--- src/rtl/skid_buffer_if.sv ---
// Valid/ready handshake bundle for skid_buffer: producer side (in_*),
// consumer side (out_*) and the occupancy count.
interface skid_buffer_if #(
    parameter int WIDTH = 32
);
    logic             in_valid;
    logic             in_ready;
    logic [WIDTH-1:0] in_data;
    logic             out_valid;
    logic             out_ready;
    logic [WIDTH-1:0] out_data;
    logic [1:0]       count;

    // Environment view: drives the producer offer and consumer ready.
    modport master (
        output in_valid,
        output in_data,
        output out_ready,
        input  in_ready,
        input  out_valid,
        input  out_data,
        input  count
    );

    // Buffer view: terminates the input handshake and re-drives the output.
    modport slave (
        input  in_valid,
        input  in_data,
        input  out_ready,
        output in_ready,
        output out_valid,
        output out_data,
        output count
    );
endinterface

--- src/rtl/skid_buffer.sv ---
// Two-entry elastic pipeline register. The main register feeds out_data and
// the skid register absorbs the one extra beat that arrives when the consumer
// stalls. in_ready/out_valid/count decode registered state only, so there is
// no combinational path between the producer and consumer sides.
module skid_buffer #(
    parameter int               WIDTH       = 32,
    parameter logic [WIDTH-1:0] RESET_VALUE = '0
) (
    input  logic         clk,
    input  logic         reset_n,
    input  logic         flush,
    skid_buffer_if.slave bus
);

    typedef enum logic [1:0] {
        ST_EMPTY = 2'b00,
        ST_BUSY  = 2'b01,
        ST_FULL  = 2'b10
    } state_t;

    state_t           r_state;
    state_t           w_state_next;
    logic [WIDTH-1:0] r_main;
    logic [WIDTH-1:0] r_skid;

    logic w_in_ready;
    logic w_out_valid;
    logic [1:0] w_count;
    logic w_in_fire;
    logic w_out_fire;
    logic w_load_main_in;
    logic w_load_main_skid;
    logic w_load_skid;

    // Decode handshake outputs from the registered state; the unused
    // encoding neither accepts nor presents a beat until it recovers.
    always_comb begin
        w_in_ready  = 1'b0;
        w_out_valid = 1'b0;
        w_count     = 2'd0;
        case (r_state)
            ST_EMPTY: begin
                w_in_ready  = 1'b1;
                w_out_valid = 1'b0;
                w_count     = 2'd0;
            end
            ST_BUSY: begin
                w_in_ready  = 1'b1;
                w_out_valid = 1'b1;
                w_count     = 2'd1;
            end
            ST_FULL: begin
                w_in_ready  = 1'b0;
                w_out_valid = 1'b1;
                w_count     = 2'd2;
            end
            default: begin
                w_in_ready  = 1'b0;
                w_out_valid = 1'b0;
                w_count     = 2'd0;
            end
        endcase
    end

    assign w_in_fire  = bus.in_valid & w_in_ready;
    assign w_out_fire = w_out_valid & bus.out_ready;

    // Next state and data-register load strobes; flush discards both fires.
    always_comb begin
        w_state_next     = r_state;
        w_load_main_in   = 1'b0;
        w_load_main_skid = 1'b0;
        w_load_skid      = 1'b0;
        if (flush) begin
            w_state_next = ST_EMPTY;
        end else begin
            case (r_state)
                ST_EMPTY: begin
                    if (w_in_fire) begin
                        w_load_main_in = 1'b1;
                        w_state_next   = ST_BUSY;
                    end
                end
                ST_BUSY: begin
                    if (w_in_fire && w_out_fire) begin
                        w_load_main_in = 1'b1;
                    end else if (w_in_fire) begin
                        w_load_skid  = 1'b1;
                        w_state_next = ST_FULL;
                    end else if (w_out_fire) begin
                        w_state_next = ST_EMPTY;
                    end
                end
                ST_FULL: begin
                    if (w_out_fire) begin
                        w_load_main_skid = 1'b1;
                        w_state_next     = ST_BUSY;
                    end
                end
                default: begin
                    w_state_next = ST_EMPTY;
                end
            endcase
        end
    end

    // State register with asynchronous reset to EMPTY.
    always_ff @(posedge clk or negedge reset_n) begin
        if (!reset_n) begin
            r_state <= ST_EMPTY;
        end else begin
            r_state <= w_state_next;
        end
    end

    // Data registers load only on accepted beats, skid promotion, or flush.
    always_ff @(posedge clk or negedge reset_n) begin
        if (!reset_n) begin
            r_main <= RESET_VALUE;
            r_skid <= RESET_VALUE;
        end else if (flush) begin
            r_main <= RESET_VALUE;
            r_skid <= RESET_VALUE;
        end else begin
            if (w_load_main_in) begin
                r_main <= bus.in_data;
            end else if (w_load_main_skid) begin
                r_main <= r_skid;
            end
            if (w_load_skid) begin
                r_skid <= bus.in_data;
            end
        end
    end

    assign bus.in_ready  = w_in_ready;
    assign bus.out_valid = w_out_valid;
    assign bus.count     = w_count;
    assign bus.out_data  = r_main;

endmodule
--- src/flat_wrapper.sv ---
// flat-port wrapper written by rule: the top's interface ports become plain ports
module skid_buffer_flat 
#(
    parameter int               WIDTH       = 32,
    parameter logic [WIDTH-1:0] RESET_VALUE = '0
)
  (clk, reset_n, flush, bus_in_valid, bus_in_data, bus_out_ready, bus_in_ready, bus_out_valid, bus_out_data, bus_count);
  skid_buffer_if #(.WIDTH(WIDTH)) bus_i ();
  input  logic clk;
  input  logic reset_n;
  input  logic flush;
  input wire logic [$bits(bus_i.in_valid)-1:0] bus_in_valid;
  input wire logic [$bits(bus_i.in_data)-1:0] bus_in_data;
  input wire logic [$bits(bus_i.out_ready)-1:0] bus_out_ready;
  output wire logic [$bits(bus_i.in_ready)-1:0] bus_in_ready;
  output wire logic [$bits(bus_i.out_valid)-1:0] bus_out_valid;
  output wire logic [$bits(bus_i.out_data)-1:0] bus_out_data;
  output wire logic [$bits(bus_i.count)-1:0] bus_count;
  assign bus_i.in_valid = bus_in_valid;
  assign bus_i.in_data = bus_in_data;
  assign bus_i.out_ready = bus_out_ready;
  assign bus_in_ready = bus_i.in_ready;
  assign bus_out_valid = bus_i.out_valid;
  assign bus_out_data = bus_i.out_data;
  assign bus_count = bus_i.count;
  skid_buffer #(.WIDTH(WIDTH), .RESET_VALUE(RESET_VALUE)) u_core (.clk(clk), .reset_n(reset_n), .flush(flush), .bus(bus_i));
endmodule
--- config.mk ---
export PLATFORM = sky130hd
export DESIGN_NAME = skid_buffer_flat
export DESIGN_NICKNAME = d
export VERILOG_FILES = /design/src/rtl/skid_buffer_if.sv /design/src/rtl/skid_buffer.sv /design/src/flat_wrapper.sv
export SDC_FILE = /design/constraint.sdc
export NUM_CORES = 1
export LEC_CHECK = 0
export BUFFER_PORTS_ARGS = -buffer_cell sky130_fd_sc_hd__buf_2
export CAP_MARGIN = 10
export CORE_MARGIN = 4
export CORE_UTILIZATION = 53
export DETAILED_ROUTE_END_ITERATION = 7
export PLACE_DENSITY = 0.79
export SLEW_MARGIN = 20
export SYNTH_ARGS = -nofsm -noshare
export SYNTH_HDL_FRONTEND = slang
export SYNTH_SLANG_ARGS = --single-unit
--- constraint.sdc ---
create_clock -name clk -period 2.5 [get_ports clk]
set_clock_uncertainty 0.15 [all_clocks]
set_input_delay 0.25 -clock clk [delete_from_list [all_inputs] [get_ports clk]]
set_output_delay 0.25 -clock clk [all_outputs]
set_load 0.005 [all_outputs]
==> run summary, run 1 <==
Worst endpoint data arrival time: 2.16 ns
Cell at the root of the clock tree: sky130_fd_sc_hd__clkbuf_8
Count of instances resized after the clock tree is built: 0
Global-route wire length before repair: 13200 um
Maximum clock rate: 0.480 GHz
Pins over their slew limit: 0
Crit Path Max Fanout: 7
CTS sink cnt: 66
Crit path time final: 2.08 ns
Clock tree buffer depth: 2
Num CTS Buffers: 9
Post-layout instance area: 0.00412 mm^2
Initial antenna violation count: 0
Netlist area before placement: 0.00313 mm^2
Detail-routed net length per standard cell: 18.2 um
Via count of the first global-routing pass: 2632
Inserted Diodes: 0
Number of top-level pins: 73
Total routed wirelength: 7590 um
Remaining routing DRC violations: 0
Type of the worst setup path: flop to flop
Area growth, synth to finish: 31.4%
Remaining antenna violation count after routing: 0
CTS H-Tree Depth: 3
Largest stage delay, worst path: 0.40 ns
Number of violations reported at the end of detailed-routing iteration 0: 175
Syn Nets: 283
Max-cap check violation count: 0
Unrepaired setup endpoints after global routing: false
Port buffer count: 72
Horizontal die dimension: 84.9 um
Worst Tran Pin Value: 0.444 ns
Warnings from Yosys: 0
Period Utilization, post-route: 0.834
Synth Area per Inst: 13.0 um^2
Synth unique cells: 29
Clock-pin transition on the worst setup and hold timing paths: 0.07 ns
Die Ht: 84.9 um
Dpl ws: 0.439 ns
Leakage power summed over all cells: 0.00215 uW
Critical-path cell with the highest stage delay: sky130_fd_sc_hd__dfrtp_1
Placed instance count: 374
Pwr/cell area: 885 mW/mm^2
Vias after detailed routing: 2436
Final number of setup-violating endpoints: 0
#FFs+latches synth: 66
Final setup TNS: 0 ns
Std-Cell Core Area: 0.00561 mm^2
Outcome: finished clean
Weighted congestion at the end of routability-driven global placement: 0.719
Worst hold path type: primary input to flop
Starting utilization of the core area: 0.559
Final worst slack: 0.416 ns
Die Footprint: 0.00721 mm^2
Maximum number of pins on one net before global-route repair: 67
Post-synth top area cell: sky130_fd_sc_hd__dfrtp_1
Remaining global-route overflow: 0
Most frequent cells in the layout: sky130_fd_sc_hd__buf_2 (72), sky130_fd_sc_hd__dfrtp_1 (66), sky130_fd_sc_hd__nor2b_1 (33)
Worst-path cell chain: inv_1, ha_1, a21bo_4, a311oi_1, mux2_1
Worst vdd rail ir drop: 0.000497 V
Detailed-route vias per instance: 5.83
All-Layer GR Usage: 0.231
Slew HR: 0.704
Post-Layout Cell Count: 418
Buffers inserted by post-CTS timing repair: 0
Fraction of the yosys area taken by sequential cells: 0.527
HPWL reported at the end of detailed placement: 4540 um
Nets: 382
Hold violation count in the final report: 0
DRT Pass-1 Iters: 4
TritonCTS clock tree: yes
Startpoint type of the worst setup path: flop
Cell Rows: 27
Top area cells in the synthesized netlist: sky130_fd_sc_hd__dfrtp_1 (53%), sky130_fd_sc_hd__mux2i_1 (10%), sky130_fd_sc_hd__a22o_1 (8.9%)
Later-pin clock latency in the skew report: 0.34 ns
Fraction of final layout cells sized beyond drive strength 1: 0.332
Cell count after synthesis: 242
Share of the synthesized area in the top cell type: 0.527
Most common cell after layout, fill and taps aside: sky130_fd_sc_hd__buf_2
Crit end category: flop
Utilization after layout: 0.734
DP Area: 0.00359 mm^2
Endpoint required time on the critical path: 2.58 ns
worst paths after layout:
path	to	from	cells past startpoint	slack (ns)
worst max-delay path	u_core.r_state[0]$_DFFE_PN0P_	u_core.r_state[0]$_DFFE_PN0P_	5	0.42
worst min-delay path	u_core.r_skid[3]$_DFFE_PN0P_	bus_in_data[3]	2	0.02
worst max register to register	u_core.r_state[0]$_DFFE_PN0P_	u_core.r_state[0]$_DFFE_PN0P_	5	0.42
worst min register to register	u_core.r_skid[15]$_DFFE_PN0P_	u_core.r_skid[15]$_DFFE_PN0P_	1	0.36
max in group asynchronous	u_core.r_skid[18]$_DFFE_PN0P_	reset_n	3	1.62
min in group asynchronous	u_core.r_skid[2]$_DFFE_PN0P_	reset_n	3	0.30
metrics by stage:
step	total power [uW]	hold WS [ns]
finish	3650	0.0182
global route	3850	0.000451
detailed placement	2520	0.144
global placement	2490	0.141
floorplan	2090	-0.196
CTS	3660	0.000125
final cells by class:
cell class                 instances  area, um^2
tap                               72        90.1
timing repair buffer             111         761
sequential                        66        1650
clock buffer                       9         124
inverter                           2        7.51
multi-input combinational        151        1360
fill                             402        1490
clock inverter                     7         125
state kept, by name (all words and copies together) (netlist names):
name / count
u_core.r_state: 2
u_core.bus.out_data: 32
u_core.r_skid: 32
per-layer routing:
layer / vias up / global-route usage / share of wire / wire length [um]
met4: 0 / 0.0863 / 0.0078 / 59
met1: 1220 / 0.313 / 0.44 / 3370
met5: - / 0 / 0 / 0
met3: 6 / 0.0592 / 0.063 / 478
met2: 83 / 0.359 / 0.49 / 3690
li1: 1127 / - / - / -
repair_timing:
item,4_1_cts,5_1_grt
hold buffers,27,1
endpoints found under the hold margin,92,1
setup endpoints to repair,0,0
power by group:
part / leakage, uW / total (uW) / switching [uW] / internal [uW]
logic: 0.00114 / 1140 / 626 / 518
registers: 0.000888 / 1390 / 119 / 1270
clock network: 0.000124 / 1110 / 441 / 671
worst max-delay path, delay by kind of cell, from the launching register on:
family	cells	cell delay, ns
DFF	1	0.40
AOI/OAI and AO/OA	2	0.58
muxes	1	0.35
adders and majority gates	1	0.40
buffers and inverters	1	0.09
kinds of logic after synthesis:
group / share of synthesized area
flops: 0.527
simple gates: 0.0894
mux: 0.106
compound gates: 0.218
buf+inv: 0.0443
fa+ha+maj: 0.0160
cells in the mapped netlist, drive strengths merged:
master	instances
a31oi	2
or2	1
inv	2
a22o	32
mux2	1
a311oi	1
dfrtp	66
nand3	2
nand3b	1
nor2b	33
nand2	2
a21boi	1
clkbuf	7
a21bo	1
buf	16
a221oi	32
a31o	1
nor2	2
o21ai	1
nor3b	1
ha	4
mux2i	32
or3b	1
No activity file was read; power rests on OpenSTA's default activity.
==> run 2, diff against run 1 <==
--- a/config.mk
+++ b/config.mk
@@ -8,9 +8,9 @@
 export BUFFER_PORTS_ARGS = -buffer_cell sky130_fd_sc_hd__buf_2
 export CAP_MARGIN = 10
 export CORE_MARGIN = 4
-export CORE_UTILIZATION = 53
+export CORE_UTILIZATION = 48
 export DETAILED_ROUTE_END_ITERATION = 7
-export PLACE_DENSITY = 0.79
+export PLACE_DENSITY = 0.75
 export SLEW_MARGIN = 20
 export SYNTH_ARGS = -nofsm -noshare
 export SYNTH_HDL_FRONTEND = slang
==> constraint.sdc (replaced) <==
create_clock -name clk -period 1.9 [get_ports clk]
set_clock_uncertainty 0.15 [all_clocks]
set_input_delay 0.19 -clock clk [delete_from_list [all_inputs] [get_ports clk]]
set_output_delay 0.19 -clock clk [all_outputs]
set_load 0.005 [all_outputs]
==> run 2 against run 1 <==
Hold slack improved by 0.13 ns. Sequential power increased by 32%. Via count increased by 2.7%. Critical endpoint is now bus_in_ready. Sequential share of layout area decreased by 2.1 points. Global-route usage decreased by 1.8 points. Worst setup slack got worse by 0.36 ns. Critical path type is now flop to output pin.
==> run summary, run 2 (synthesized netlist as in run 1, its figures left out) <==
Die Footprint: 0.00789 mm^2 (was 0.00721 mm^2)
Endpoint required time on the critical path: 1.56 ns (was 2.58 ns)
Hold path cells: 2 (unchanged)
Cell at the root of the clock tree: sky130_fd_sc_hd__clkbuf_8 (unchanged)
Length in cells of the worst reg-to-reg path: 6 (was 5)
Dpl ws: -0.0109 ns (was 0.439 ns)
Die Ht: 88.8 um (was 84.9 um)
Horizontal die dimension: 88.8 um (was 84.9 um)
Crit path time final: 1.85 ns
CTS sink cnt: 66 (unchanged)
Sequential cell fraction of total power: 0.380 (was 0.382)
Via count of the first global-routing pass: 2544 (was 2632)
Pwr/cell area: 1110 mW/mm^2 (was 885 mW/mm^2)
Starting utilization of the core area: 0.494 (was 0.559)
Final setup TNS: 0 ns (unchanged)
Cell Rows: 29 (was 27)
Number of violations reported at the end of detailed-routing iteration 0: 132 (was 175)
Cell count along the critical path: 5 (unchanged)
Remaining antenna violation count after routing: 0 (unchanged)
Port buffer count: 72 (unchanged)
DRT Pass-1 Iters: 4 (unchanged)
Detailed-route vias per instance: 5.73 (was 5.83)
Num CTS Buffers: 9 (unchanged)
Power share of the combinational group: 0.404 (was 0.314)
Critical-path cell with the highest stage delay: sky130_fd_sc_hd__dfrtp_1 (unchanged)
Type of the worst setup path: flop to output pin (was flop to flop)
Most common cell after layout, fill and taps aside: sky130_fd_sc_hd__buf_2 (unchanged)
Hold violation count in the final report: 0 (unchanged)
CTS H-Tree Depth: 3 (unchanged)
Final number of setup-violating endpoints: 0 (unchanged)
Inserted Diodes: 0 (unchanged)
Worst vdd rail ir drop: 0.000818 V (was 0.000497 V)
Worst endpoint data arrival time: 1.51 ns (was 2.16 ns)
Clock tree buffer depth: 2 (unchanged)
Cell internal power dissipation: 3200 uW (was 2460 uW)
Remaining routing DRC violations: 0 (unchanged)
Number of top-level pins: 73 (unchanged)
Vias after detailed routing: 2502 (was 2436)
Max-cap check violation count: 0 (unchanged)
Weighted congestion at the end of routability-driven global placement: 0.779 (was 0.719)
Leakage power summed over all cells: 0.00222 uW (was 0.00215 uW)
Most frequent cells in the layout: sky130_fd_sc_hd__buf_2 (72), sky130_fd_sc_hd__dfrtp_1 (66), sky130_fd_sc_hd__nor2b_1 (33), sky130_fd_sc_hd__dlygate4sd3_1 (33) (was sky130_fd_sc_hd__buf_2 (72), sky130_fd_sc_hd__dfrtp_1 (66), sky130_fd_sc_hd__nor2b_1 (33))
Later-pin clock latency in the skew report: 0.34 ns (about the same)
Worst-path cell chain: buf_4, ha_4, buf_6, or2_1, buf_2 (was inv_1, ha_1, a21bo_4, a311oi_1, mux2_1)
Maximum clock rate: 0.541 GHz
Number of buffer and inverter instances along the worst setup path: 3 (was 1)
Power share of the clock group: 0.216 (was 0.305)
Fraction of final layout cells sized beyond drive strength 1: 0.375 (was 0.332)
Initial antenna violation count: 0 (unchanged)
Slack of the worst reg-to-reg path: 0.06 ns (was 0.42 ns)
Pins over their slew limit: 0 (unchanged)
HPWL reported at the end of detailed placement: 4690 um (was 4540 um)
Category of cells accounting for the largest share of critical-path delay: buffers and inverters (was compound AO/OA/AOI/OAI gates)
Outcome: finished clean (unchanged)
Std-Cell Core Area: 0.00635 mm^2 (was 0.00561 mm^2)
Clock-pin transition on the worst setup and hold timing paths: 0.07 ns (about the same)
Worst hold path type: primary input to flop (unchanged)
Area growth, synth to finish: 38.7% (was 31.4%)
Startpoint type of the worst setup path: flop (unchanged)
TritonCTS clock tree: yes (unchanged)
Worst Tran Pin Value: 0.413 ns (was 0.444 ns)
Final worst slack: 0.0531 ns (was 0.416 ns)
Nets: 397 (was 382)
Crit end category: output pin (was flop)
Total routed wirelength: 7940 um (was 7590 um)
Global-route wire length before repair: 12600 um (was 13200 um)
Period Utilization, post-route: 0.972
Net switching power figure: 1620 uW (was 1190 uW)
Detail-routed net length per standard cell: 18.2 um (about the same)
Remaining global-route overflow: 0 (unchanged)
Slew HR: 0.724 (was 0.704)
Switching share of power: 0.336 (was 0.325)
Largest stage delay, worst path: 0.39 ns (was 0.40 ns)
Crit Path Max Fanout: 4 (was 7)
All-Layer GR Usage: 0.212 (was 0.231)
Maximum number of pins on one net before global-route repair: 67 (unchanged)
Overall power: 4820 uW (was 3650 uW)
## run 2: cell types whose count changed in the layout (fill, tap and decap cells not counted), sizes merged, moves of 2 or more
cell / before / now
buf: 83 / 93
bufinv: 3 / 0
clkbuf: 9 / 13
clkinv: 3 / 1
dlygate4sd3: 28 / 33
## run 2: per-stage QoR
| stage | util | instance area [um^2] | std cells | hold slack [ns] |
|---|---|---|---|---|
| floorplan | - | 3140 | 242 | -0.256 |
| global placement | 0.588 | 3730 | 386 | 0.0855 |
| detailed placement | 0.588 | 3730 | 386 | 0.0843 |
| CTS | 0.671 | 4260 | 435 | 0.132 |
| global route | 0.685 | 4350 | 437 | 0.145 |
| finish | 0.685 | 4350 | 437 | 0.149 |
## run 2: worst reg2reg max path: stages, from the launching register on
cell                       delay, ns
sky130_fd_sc_hd__dfrtp_1        0.38
sky130_fd_sc_hd__buf_4          0.13
sky130_fd_sc_hd__buf_4          0.13
sky130_fd_sc_hd__ha_2           0.20
sky130_fd_sc_hd__a21boi_0       0.16
sky130_fd_sc_hd__a311oi_2       0.22
sky130_fd_sc_hd__mux2_1         0.35
## run 2: per-layer routing
| metal | GRT usage | up-vias | routed length, um | share of wire |
|---|---|---|---|---|
| met5 | 0 | - | 0 | 0 |
| met4 | 0.0742 | 0 | 78 | 0.0098 |
| met3 | 0.0559 | 7 | 507 | 0.064 |
| met2 | 0.318 | 81 | 3800 | 0.48 |
| met1 | 0.299 | 1261 | 3550 | 0.45 |
| li1 | - | 1153 | - | - |
## run 2: final cells by class
type	instances	area (um^2)
fill	427	2000
inverter	2	7.51
multi-input combinational	151	1450
timing repair buffer	126	968
sequential	66	1650
clock inverter	2	12.5
clock buffer	13	159
tap	77	96.3
## run 2: final timing paths
kind / start / to
worst min-delay path: flush / u_core.bus.out_data[29]$_DFFE_PN0P_
worst max register to register: u_core.r_state[1]$_DFFE_PN0P_ / u_core.r_state[0]$_DFFE_PN0P_
worst min register to register: u_core.r_skid[3]$_DFFE_PN0P_ / u_core.r_skid[3]$_DFFE_PN0P_
min in group asynchronous: reset_n / u_core.r_state[0]$_DFFE_PN0P_
worst max-delay path: u_core.r_state[0]$_DFFE_PN0P_ / bus_in_ready
max in group asynchronous: reset_n / u_core.bus.out_data[9]$_DFFE_PN0P_
## run 2: timing repair
item                                    in CTS  in global routing
endpoints found under the setup margin       7                 67
buffers inserted                             1                  2
resized for setup                            3                 14
pin swaps                                    0                  6
hold buffers                                33                  0
endpoints found under the hold margin       98                  0
## run 2: power groups by stage
stage / registers (uW) / clock network, uW / logic, uW
floorplan: 1840 / 0 / 920
global placement: 1840 / 0 / 1690
detailed placement: 1850 / 0 / 1710
CTS: 1820 / 1070 / 1810
global route: 1860 / 1130 / 2120
finish: 1830 / 1040 / 1950
==> run 3, diff against run 2 <==
==> constraint.sdc (replaced) <==
create_clock -name clk -period 1.9 [get_ports clk]
set_clock_uncertainty 0.15 [all_clocks]
set_input_delay 0.19 -clock clk [delete_from_list [all_inputs] [get_ports clk]]
set_output_delay 0.19 -clock clk [all_outputs]
set_load 0.02 [all_outputs]
==> run 3 against run 2 <==
Hold slack better by 0.0037 ns. Critical path depth unchanged. Combinational power up 9%. Global-route usage up 0.087 points. Critical path type is now flop to flop. Die area unchanged. Register-to-register slack worse by 0.05 ns. Sequential cell count unchanged.
==> run summary, run 3 (synthesized netlist as in run 1, its figures left out) <==
Die Footprint: 0.00789 mm^2 (unchanged)
Clock-pin transition on the worst setup and hold timing paths: 0.07 ns (about the same)
Area growth, synth to finish: 38.2% (was 38.7%)
Total routed wirelength: 7900 um (was 7940 um)
Num CTS Buffers: 9 (unchanged)
Crit Path Max Fanout: 7 (was 4)
Pwr/cell area: 1180 mW/mm^2 (was 1110 mW/mm^2)
Most common cell after layout, fill and taps aside: sky130_fd_sc_hd__buf_2 (unchanged)
Leakage power summed over all cells: 0.00222 uW (about the same)
Outcome: finished clean (unchanged)
HPWL reported at the end of detailed placement: 5100 um (was 4690 um)
Inserted Diodes: 0 (unchanged)
Detail-routed net length per standard cell: 18.1 um (was 18.2 um)
Final number of setup-violating endpoints: 0 (unchanged)
Overall power: 5110 uW (was 4820 uW)
R2r startpoint: u_core.r_state[0]$_DFFE_PN0P_ (was u_core.r_state[1]$_DFFE_PN0P_)
Later-pin clock latency in the skew report: 0.34 ns (about the same)
Remaining routing DRC violations: 0 (unchanged)
Max-cap check violation count: 0 (unchanged)
Crit end category: flop (was output pin)
Nets: 395 (was 397)
Slack of the worst reg-to-reg path: 0.008 ns (was 0.06 ns)
Remaining antenna violation count after routing: 0 (unchanged)
Type of the worst setup path: flop to flop (was flop to output pin)
Maximum number of pins on one net before global-route repair: 67 (unchanged)
Crit path time final: 1.89 ns (was 1.85 ns)
Unrepaired setup endpoints after global routing: true
Endpoint required time on the critical path: 1.97 ns (was 1.56 ns)
Number of violations reported at the end of detailed-routing iteration 0: 133 (was 132)
Final worst slack: 0.00848 ns (was 0.0531 ns)
Starting utilization of the core area: 0.494 (unchanged)
Filler instances: 465 (was 427)
Most frequent cells in the layout: sky130_fd_sc_hd__buf_2 (71), sky130_fd_sc_hd__dfrtp_1 (66), sky130_fd_sc_hd__nor2b_1 (33), sky130_fd_sc_hd__dlygate4sd3_1 (33) (was sky130_fd_sc_hd__buf_2 (72), sky130_fd_sc_hd__dfrtp_1 (66), sky130_fd_sc_hd__nor2b_1 (33), sky130_fd_sc_hd__dlygate4sd3_1 (33))
Port buffer count: 72 (unchanged)
Cell Rows: 29 (unchanged)
Vias after detailed routing: 2511 (was 2502)
Remaining global-route overflow: 0 (unchanged)
Worst Tran Pin Value: 0.413 ns (about the same)
TritonCTS clock tree: yes (unchanged)
CTS sink cnt: 66 (unchanged)
Hold violation count in the final report: 0 (unchanged)
Worst vdd rail ir drop: 0.000748 V (was 0.000818 V)
Period Utilization, post-route: 0.996 (was 0.972)
Via count of the first global-routing pass: 2539 (was 2544)
Utilization after layout: 0.682 (was 0.685)
Hold endpoint: u_core.bus.out_data[20]$_DFFE_PN0P_ (was u_core.bus.out_data[29]$_DFFE_PN0P_)
Clock tree buffer depth: 2 (unchanged)
All-Layer GR Usage: 0.213 (was 0.212)
Area occupied by multi-input gates: 0.00145 mm^2 (about the same)
Weighted congestion at the end of routability-driven global placement: 0.765 (was 0.779)
Dpl ws: -0.0309 ns (was -0.0109 ns)
Global-route wire length before repair: 12800 um (was 12600 um)
Detailed-route vias per instance: 5.76 (was 5.73)
R2r endpoint: u_core.r_state[0]$_DFFE_PN0P_ (unchanged)
Length in cells of the worst reg-to-reg path: 5 (was 6)
Fraction of final layout cells sized beyond drive strength 1: 0.379 (was 0.375)
Combined flip-flop and latch cell area: 0.00165 mm^2 (unchanged)
Number of top-level pins: 73 (unchanged)
Die Ht: 88.8 um (unchanged)
Cell at the root of the clock tree: sky130_fd_sc_hd__clkbuf_8 (unchanged)
Horizontal die dimension: 88.8 um (unchanged)
Worst endpoint data arrival time: 1.96 ns (was 1.51 ns)
Worst hold path type: primary input to flop (unchanged)
Std-Cell Core Area: 0.00635 mm^2 (unchanged)
Slew HR: 0.725 (was 0.724)
CTS H-Tree Depth: 3 (unchanged)
Startpoint type of the worst setup path: flop (unchanged)
Hold path cells: 2 (unchanged)
Pins over their slew limit: 0 (unchanged)
Initial antenna violation count: 0 (unchanged)
Min-Delay Startpoint: flush (unchanged)
Maximum clock rate: 0.529 GHz (was 0.541 GHz)
DRT Pass-1 Iters: 4 (unchanged)
==> run 3: cell types whose count changed in the layout (fill, tap and decap cells not counted), moves of 2 or more <==
cell	delta
sky130_fd_sc_hd__buf_12	-2
sky130_fd_sc_hd__clkbuf_1	-2
sky130_fd_sc_hd__clkbuf_8	-2
sky130_fd_sc_hd__clkinv_2	+2
sky130_fd_sc_hd__clkinv_4	+2
==> run 3: how the worst max path moves through the flow <==
stage,startpoint,to,slack [ns],cells past startpoint
floorplan,u_core.r_state[0]$_DFFE_PN0P_,u_core.bus.out_data[22]$_DFFE_PN0P_,0.02,6
global placement,u_core.r_state[0]$_DFFE_PN0P_,u_core.r_state[0]$_DFFE_PN0P_,0.06,5
detailed placement,u_core.r_state[0]$_DFFE_PN0P_,u_core.r_state[0]$_DFFE_PN0P_,-0.03,5
CTS,u_core.r_state[0]$_DFFE_PN0P_,bus_in_ready,0.007,5
global route,u_core.r_state[0]$_DFFE_PN0P_,u_core.r_state[0]$_DFFE_PN0P_,-0.06,5
finish,u_core.r_state[0]$_DFFE_PN0P_,u_core.r_state[0]$_DFFE_PN0P_,0.008,5
==> run 3: where the power goes <==
part           switching, uW  internal [uW]
clock                    558            603
combinational           1190            928
sequential               153           1670
total                   1900           3210
==> run 3: critical path, cell delays in order (launching register included) <==
cell and delay [ns]:
sky130_fd_sc_hd__dfrtp_1 0.38, sky130_fd_sc_hd__inv_1 0.15, sky130_fd_sc_hd__ha_4 0.25, sky130_fd_sc_hd__a21bo_4 0.23, sky130_fd_sc_hd__a311oi_2 0.26, sky130_fd_sc_hd__mux2_1 0.35
==> run 3: per-layer routing <==
| layer | vias to the layer above | part of all wire | GRT usage | wire (um) |
|---|---|---|---|---|
| li1 | 1154 | - | - | - |
| met1 | 1262 | 0.44 | 0.290 | 3470 |
| met2 | 80 | 0.49 | 0.341 | 3860 |
| met3 | 15 | 0.053 | 0.0484 | 422 |
| met4 | 0 | 0.017 | 0.0646 | 138 |
| met5 | - | 0 | 0 | 0 |
==> run 3: timing repair <==
| action | 4_1_cts | 5_1_grt |
|---|---|---|
| endpoints found under the hold margin | 98 | 0 |
| setup buffers | 0 | 0 |
| resized for setup | 6 | 11 |
| setup endpoints to repair | 3 | 35 |
| hold buffers | 33 | 0 |
| pin swaps | 1 | 0 |
==> run 3: layout make-up <==
cell class	count	share of cell area
repair buffers	124	0.215
flip-flops and latches	66	0.381
multi-input cells	151	0.335
clock buffers	9	0.0286
clock inverters	7	0.0162
well taps	77	0.0222
inverters	2	0.00173
==> run 3: stage by stage <==
| step | instances | hold WS [ns] | TNS, ns | cell area, um^2 |
|---|---|---|---|---|
| 2_1_floorplan | 242 | -0.256 | 0 | 3150 |
| 3_3_place_gp | 387 | 0.0841 | 0 | 3720 |
| 3_5_place_dp | 387 | 0.0861 | -0.0309 | 3720 |
| 4_1_cts | 436 | 0.125 | 0 | 4270 |
| 5_1_grt | 436 | 0.144 | -0.791 | 4330 |
| 6_report | 436 | 0.153 | 0 | 4330 |
